[config.mk]
export PLATFORM = sky130hd
export DESIGN_NAME = dual_port
export DESIGN_NICKNAME = d
export VERILOG_FILES = /design/src/rtl/dual_port_pkg.sv /design/src/rtl/dual_port_mem_array.sv /design/src/rtl/dual_port.sv
export SDC_FILE = /design/constraint.sdc
export NUM_CORES = 2
export LEC_CHECK = 0
export BUFFER_PORTS_ARGS = -buffer_cell sky130_fd_sc_hd__buf_2
export CORE_MARGIN = 1
export CORE_UTILIZATION = 47
export CTS_CLUSTER_DIAMETER = 50
export DETAILED_ROUTE_END_ITERATION = 10
export MAX_ROUTING_LAYER = met4
export PLACE_DENSITY = 0.71
export SKIP_CTS_REPAIR_TIMING = 1
export SLEW_MARGIN = 15
export SYNTH_ARGS = -nofsm -noshare
export SYNTH_HDL_FRONTEND = slang
export SYNTH_SLANG_ARGS = --single-unit
[constraint.sdc]
create_clock -name clk -period 8.1 [get_ports clk]
set_input_delay 1.215 -clock clk [delete_from_list [all_inputs] [get_ports clk]]
set_output_delay 1.215 -clock clk [all_outputs]
set_load 0.01 [all_outputs]
[src/rtl/dual_port_pkg.sv]
// dual_port_pkg: shared sizing and types for the dual_port RAM.
//   DATA_WIDTH - default word width
//   ADDR_WIDTH - default address width
//   DEPTH      - number of words, always 2**ADDR_WIDTH
//   word_t     - one data word at the default width
//   addr_t     - one address at the default width
package dual_port_pkg;

    localparam int DATA_WIDTH = 8;
    localparam int ADDR_WIDTH = 8;
    localparam int DEPTH      = 2 ** ADDR_WIDTH;

    typedef logic [DATA_WIDTH-1:0] word_t;
    typedef logic [ADDR_WIDTH-1:0] addr_t;

endpackage

[src/rtl/dual_port_mem_array.sv]
// dual_port_mem_array: storage array with synchronous write and synchronous clear.
// The read side is an asynchronous lookup; the top registers it.
//   clk        - clock, all updates on the rising edge
//   reset      - synchronous active-high clear of every word
//   we_i       - write enable
//   add_wr_i   - write address
//   data_in_i  - write data
//   rd_addr_i  - lookup address
//   rd_data_o  - current contents of mem[rd_addr_i]
module dual_port_mem_array
    import dual_port_pkg::*;
#(
    parameter int DATA_WIDTH = dual_port_pkg::DATA_WIDTH,
    parameter int ADDR_WIDTH = dual_port_pkg::ADDR_WIDTH,
    parameter int DEPTH      = 2 ** ADDR_WIDTH
) (
    input  logic                  clk,
    input  logic                  reset,
    input  logic                  we_i,
    input  logic [ADDR_WIDTH-1:0] add_wr_i,
    input  logic [DATA_WIDTH-1:0] data_in_i,
    input  logic [ADDR_WIDTH-1:0] rd_addr_i,
    output logic [DATA_WIDTH-1:0] rd_data_o
);

    logic [DATA_WIDTH-1:0] mem_q [DEPTH];

    // NOTE: the whole array is cleared on reset because reads after reset must
    // return zero; this forces flip-flop storage instead of a RAM macro.
    always_ff @(posedge clk) begin
        if (reset) begin
            for (int i = 0; i < DEPTH; i++) begin
                // NOTE: non-blocking so every state element updates from pre-edge values.
                mem_q[i] <= '0;
            end
        end else if (we_i) begin
            mem_q[add_wr_i] <= data_in_i;
        end
    end

    assign rd_data_o = mem_q[rd_addr_i];

endmodule

[src/rtl/dual_port.sv]
// dual_port: single-clock simple dual-port RAM with a registered read port.
// Write-first on a same-address read/write; data_out holds while re is low.
//   clk      - clock, all updates on the rising edge
//   reset    - synchronous active-high; clears memory and data_out
//   data_in  - write data
//   we       - write enable
//   add_wr   - write address
//   re       - read enable
//   read_wr  - read address
//   data_out - registered read data
module dual_port
    import dual_port_pkg::*;
#(
    parameter int DATA_WIDTH = dual_port_pkg::DATA_WIDTH,
    parameter int ADDR_WIDTH = dual_port_pkg::ADDR_WIDTH,
    parameter int DEPTH      = 2 ** ADDR_WIDTH
) (
    input  logic                  clk,
    input  logic                  reset,
    input  logic [DATA_WIDTH-1:0] data_in,
    input  logic                  we,
    input  logic [ADDR_WIDTH-1:0] add_wr,
    input  logic                  re,
    input  logic [ADDR_WIDTH-1:0] read_wr,
    output logic [DATA_WIDTH-1:0] data_out
);

    logic [DATA_WIDTH-1:0] rd_data;
    logic [DATA_WIDTH-1:0] data_out_d;
    logic [DATA_WIDTH-1:0] data_out_q;

    dual_port_mem_array #(
        .DATA_WIDTH (DATA_WIDTH),
        .ADDR_WIDTH (ADDR_WIDTH),
        .DEPTH      (DEPTH)
    ) u_mem (
        .clk       (clk),
        .reset     (reset),
        .we_i      (we),
        .add_wr_i  (add_wr),
        .data_in_i (data_in),
        .rd_addr_i (read_wr),
        .rd_data_o (rd_data)
    );

    always_comb begin
        // NOTE: default first so no path leaves data_out_d unassigned (no latch).
        data_out_d = data_out_q;
        if (re) begin
            // Same-address collision returns the word being written this cycle.
            if (we && (add_wr == read_wr)) begin
                data_out_d = data_in;
            end else begin
                data_out_d = rd_data;
            end
        end
    end

    always_ff @(posedge clk) begin
        if (reset) begin
            data_out_q <= '0;
        end else begin
            data_out_q <= data_out_d;
        end
    end

    assign data_out = data_out_q;

endmodule

# Word level (Yosys, flattened, before mapping)
# Memories as Yosys holds them, arrays and structs flattened. A register that Yosys moved wholly into a read port is not among the register bits.
# Index checks and enable logic that the tools add are counted.
# word_totals
ff_bits	0
ram_bits	2048
output_inout_bits	8
word_cells	10
memories	1
# memory_table
memory	words	width	rd	rd_ports_with_merged_regs	write_ports	line	rtl
u_mem.mem_q	256	8	1	1	256	dual_port_mem_array.sv:26	logic [DATA_WIDTH-1:0] mem_q [DEPTH];
# classes
n_mux	8
n_reduce_logical	1
# op_table
op	n
8-bit two-way mux	2
8-bit OR reduction	1
1-bit two-way mux	6

# Longest topological paths before layout
# logic_depth
ltp_word	5
depth_mapped	14

# By module
# A second synthesis with hierarchy kept.
# unflattened
cells_unflattened	6500
area_unflattened_um2	95866.9
# modules_own_cells
module	instances	cells_each	area_each_um2	seq_area_each_um2
dual_port_mem_array	1	6435	95293.9	61499.0
dual_port	1	65	573.0	160.2

# Worst setup path before layout
# No wires, ideal clock.
# synth_path
path_kind	input port to flip-flop
from	in read_wr[0]
to	reg data_out_q[7] (netlist: data_out[7]) (read register of u_mem.mem_q)
t_arrival_ns	3.414
t_required_ns	7.969
path_slack_ns	4.555
stages	10
path_cell_list	buf_6 buf_6 buf_4 buf_2 mux4_2 mux4_2 a211oi_1 a31oi_1 o2111ai_1 nand4_1
# synth_lines
element	line	rtl
start: declaration	dual_port.sv:24	input logic [ADDR_WIDTH-1:0] read_wr,
end: declaration	dual_port.sv:30	logic [DATA_WIDTH-1:0] data_out_q;

==> run_results.csv <==
group,metric,value,unit
synthesis,synth_edf_count,2048,
drt,drt_pass1_iterations,6,
drt,routedWlPerCell,33.02,um
clocking,cts_buffer_depth,3,
setup_path,cp.required,8.83,ns
power,p_int,17.82,mW
drt,vias,60940,
timing,finalHoldViolations,0,
timing,fin_crit_sh,51.64,%
synthesis,async_flop_share,0,%
timing,slew_violations,0,
drt,drc_errors,0,
synthesis,synth_seq_area_share,63.82,%
place,placed_cell_area,98020,um^2
place,gp_congestion,0.9446,
floorplan,core,204400,um^2
power,power_frac_seq,52.6,%
setup_path,worstSetupEndpointType,"flip-flop",
clocking,cts_buffers,207,
power,ir_drop,259.1,uV
timing,finalClockSkew,0.03056,ns
drt,routed_wl,293400,um
synthesis,yosysWarnings,0,
setup_path,crit_type,"input pin to flip-flop",
timing,whs,0.7288,ns
final_layout,seqCellArea,61660,um^2
power,cellPowerDensity,225.3,nW/um^2
power,power,23.52,mW
synthesis,mappedNetlistArea,96610,um^2
global_route,grt_util_all_layers,28.93,%
power,swShare,24.22,%
timing,min_period,4.183,ns
synthesis,synth_top_area_share,63.66,%
min_path,hp-class,"flip-flop to flip-flop",
clocking,cts_max_level,4,
timing,setup_viol,0,
synthesis,syn_avg_cell_area,14.79,um^2
global_route,grt_max_degree,152,
clocking,clk_latency,0.86,ns
final_layout,utilization,51.09,%
floorplan,initial_core_util,47.27,%
setup_path,crit_arrival,4.92,ns
status,status,"complete, no violations",
power,p_comb_share,8.3,%
final_layout,fin_nets,6052,
timing,fin_ws,3.917,ns
place,dp_cells,8502,
clocking,worst_setup_hold_path_clk_slew,0.06,ns
final_layout,stdcell_count,8884,
clocking,cts.sinks,2056,
setup_path,cp_max_fo,44,
synthesis,synth_top_area_cell,"edfxtp_1",
final_layout,drive_gt1_share,16.91,%
final_layout,final_area,104400,um^2
floorplan,dieWidth,455.4,um
timing,tns,0,ns
place,pre_cts_ws,3.195,ns
power,p_switching,5.696,mW
final_layout,num-fill-cells,16520,
timing,max_clock_freq,0.2391,GHz
drt,avgViaCountPerCell,6.859,
global_route,grt_pass1_vias,58040,
synthesis,ys.flop_type,"edfxtp_1",
clocking,tritoncts,"yes",
drt,detail-route-antenna-nets,0,
floorplan,chipHeight,455.4,um
global_route,grt_overflow,0,
synthesis,synthCells,6533,
synthesis,synth_cell_types,68,
floorplan,rows,166,
job,max-cap-violations,0,
clocking,root_buffer,"clkbuf_16",
final_layout,area_delta_synth_final,8.087,%
synthesis,synth_area_leaders,"edfxtp_1 64%, mux4_2 12%, and3_1 11%, clkbuf_1 2.9%, a21o_1 1.7%",
power,power.share.clock,39.1,%
synthesis,synth_nets,6561,
power,p_leak,40.99,nW
global_route,grt_pass1_wl,420400,um
timing,relSlewSlack,14.82,%
setup_path,startpoint_type,"input pin",
place,dp_hpwl,166000,um
drt,first_iter_violations,11220,
floorplan,top_level_ports,36,
global_route,antenna_found_initial,14,
timing,tightest_slew,1.278,ns
place,port_buffers,35,
floorplan,dieArea,207400,um^2
timing,rsz0062_at_grt,"no",
final_layout,multi_input_area,31430,um^2
synthesis,ys_ff_latch,2056,
[kinds of logic after synthesis]
family                 count (synthesis)  synth area share (%)
AND/OR/NAND/NOR                     2493                 15.34
flip-flops                          2056                 63.82
buffers and inverters                888                 3.866
multiplexers                         642                 13.51
AO/OA/AOI/OAI                        446                 3.392
XOR/XNOR                               8               0.07253
[layout by cell type, fill, tap and decap left out, types with 15 or more instances in the layout]
cell type / instances
edfxtp_1: 2048
and3_1: 1659
mux4_2: 528
and2_1: 241
a21o_1: 225
clkbuf_16: 209
nand2_1: 141
nor3_1: 132
buf_4: 102
mux2i_1: 101
nor4_1: 71
nor2_1: 68
clkbuf_1: 51
clkinv_1: 47
nand3_1: 45
clkinv_2: 34
or2_2: 32
nor2b_1: 27
buf_12: 26
a21oi_1: 25
o221ai_1: 25
o22ai_1: 25
buf_2: 22
a31oi_1: 19
a22oi_1: 18
nand2b_1: 15
o21ai_0: 15
[critical path, stage by stage]
cell       delay, ns
buf_8           0.44
buf_4           0.48
mux4_2          0.56
mux4_2          0.53
and2_1          0.19
a211oi_1        0.88
a31oi_1         0.20
o2111ai_1       0.14
nand4_1         0.12
[synthesized netlist by cell type, types with 31 or more instances]
cell type	n
nand3_1	45
nand2_1	142
nor2_1	82
nor3_1	143
buf_6	31
mux4_2	528
and3_1	1660
mux2i_1	101
buf_2	57
nor4_1	76
edfxtp_1	2048
and2_1	241
clkbuf_1	739
a21o_1	225
or2_2	32
[area by class of cell]
class | count | share of cell area (%)
flip-flops and latches | 2056 | 59.05
multi-input cells | 3589 | 30.09
clock buffers | 260 | 5.192
well taps | 2688 | 3.221
repair buffers | 163 | 1.507
clock inverters | 109 | 0.8735
inverters | 7 | 0.03355
diodes | 12 | 0.02876
[state kept, by name, summed over array words and instances (netlist names)]
register	count
data_out	8
u_mem.mem_q	2048
[power by group through the flow]
stage / logic, mW / clock network, mW / registers (mW)
floorplan: 1.20 / 0 / 12.5
global placement: 1.88 / 0 / 12.6
detailed placement: 1.90 / 0 / 12.6
CTS: 1.90 / 9.18 / 12.4
global route: 1.99 / 9.60 / 12.4
finish: 1.95 / 9.20 / 12.4
[worst paths after layout]
kind	depth (start not counted)	slack [ns]	startpoint	to
min reg2reg	2	0.73	data_out[1]	data_out[1]
max	9	3.92	read_wr[0]	data_out[7]
min	2	0.73	data_out[1]	data_out[1]
max reg2reg	7	5.04	u_mem.mem_q[255][4]	data_out[4]
[per-layer routing]
layer	GRT usage (%)	wire, um
met2	42.10	133300
met4	14.45	16790
met1	38.16	106500
met3	6.703	36770
met5	-	0
Power figures use the tool's default switching activity.
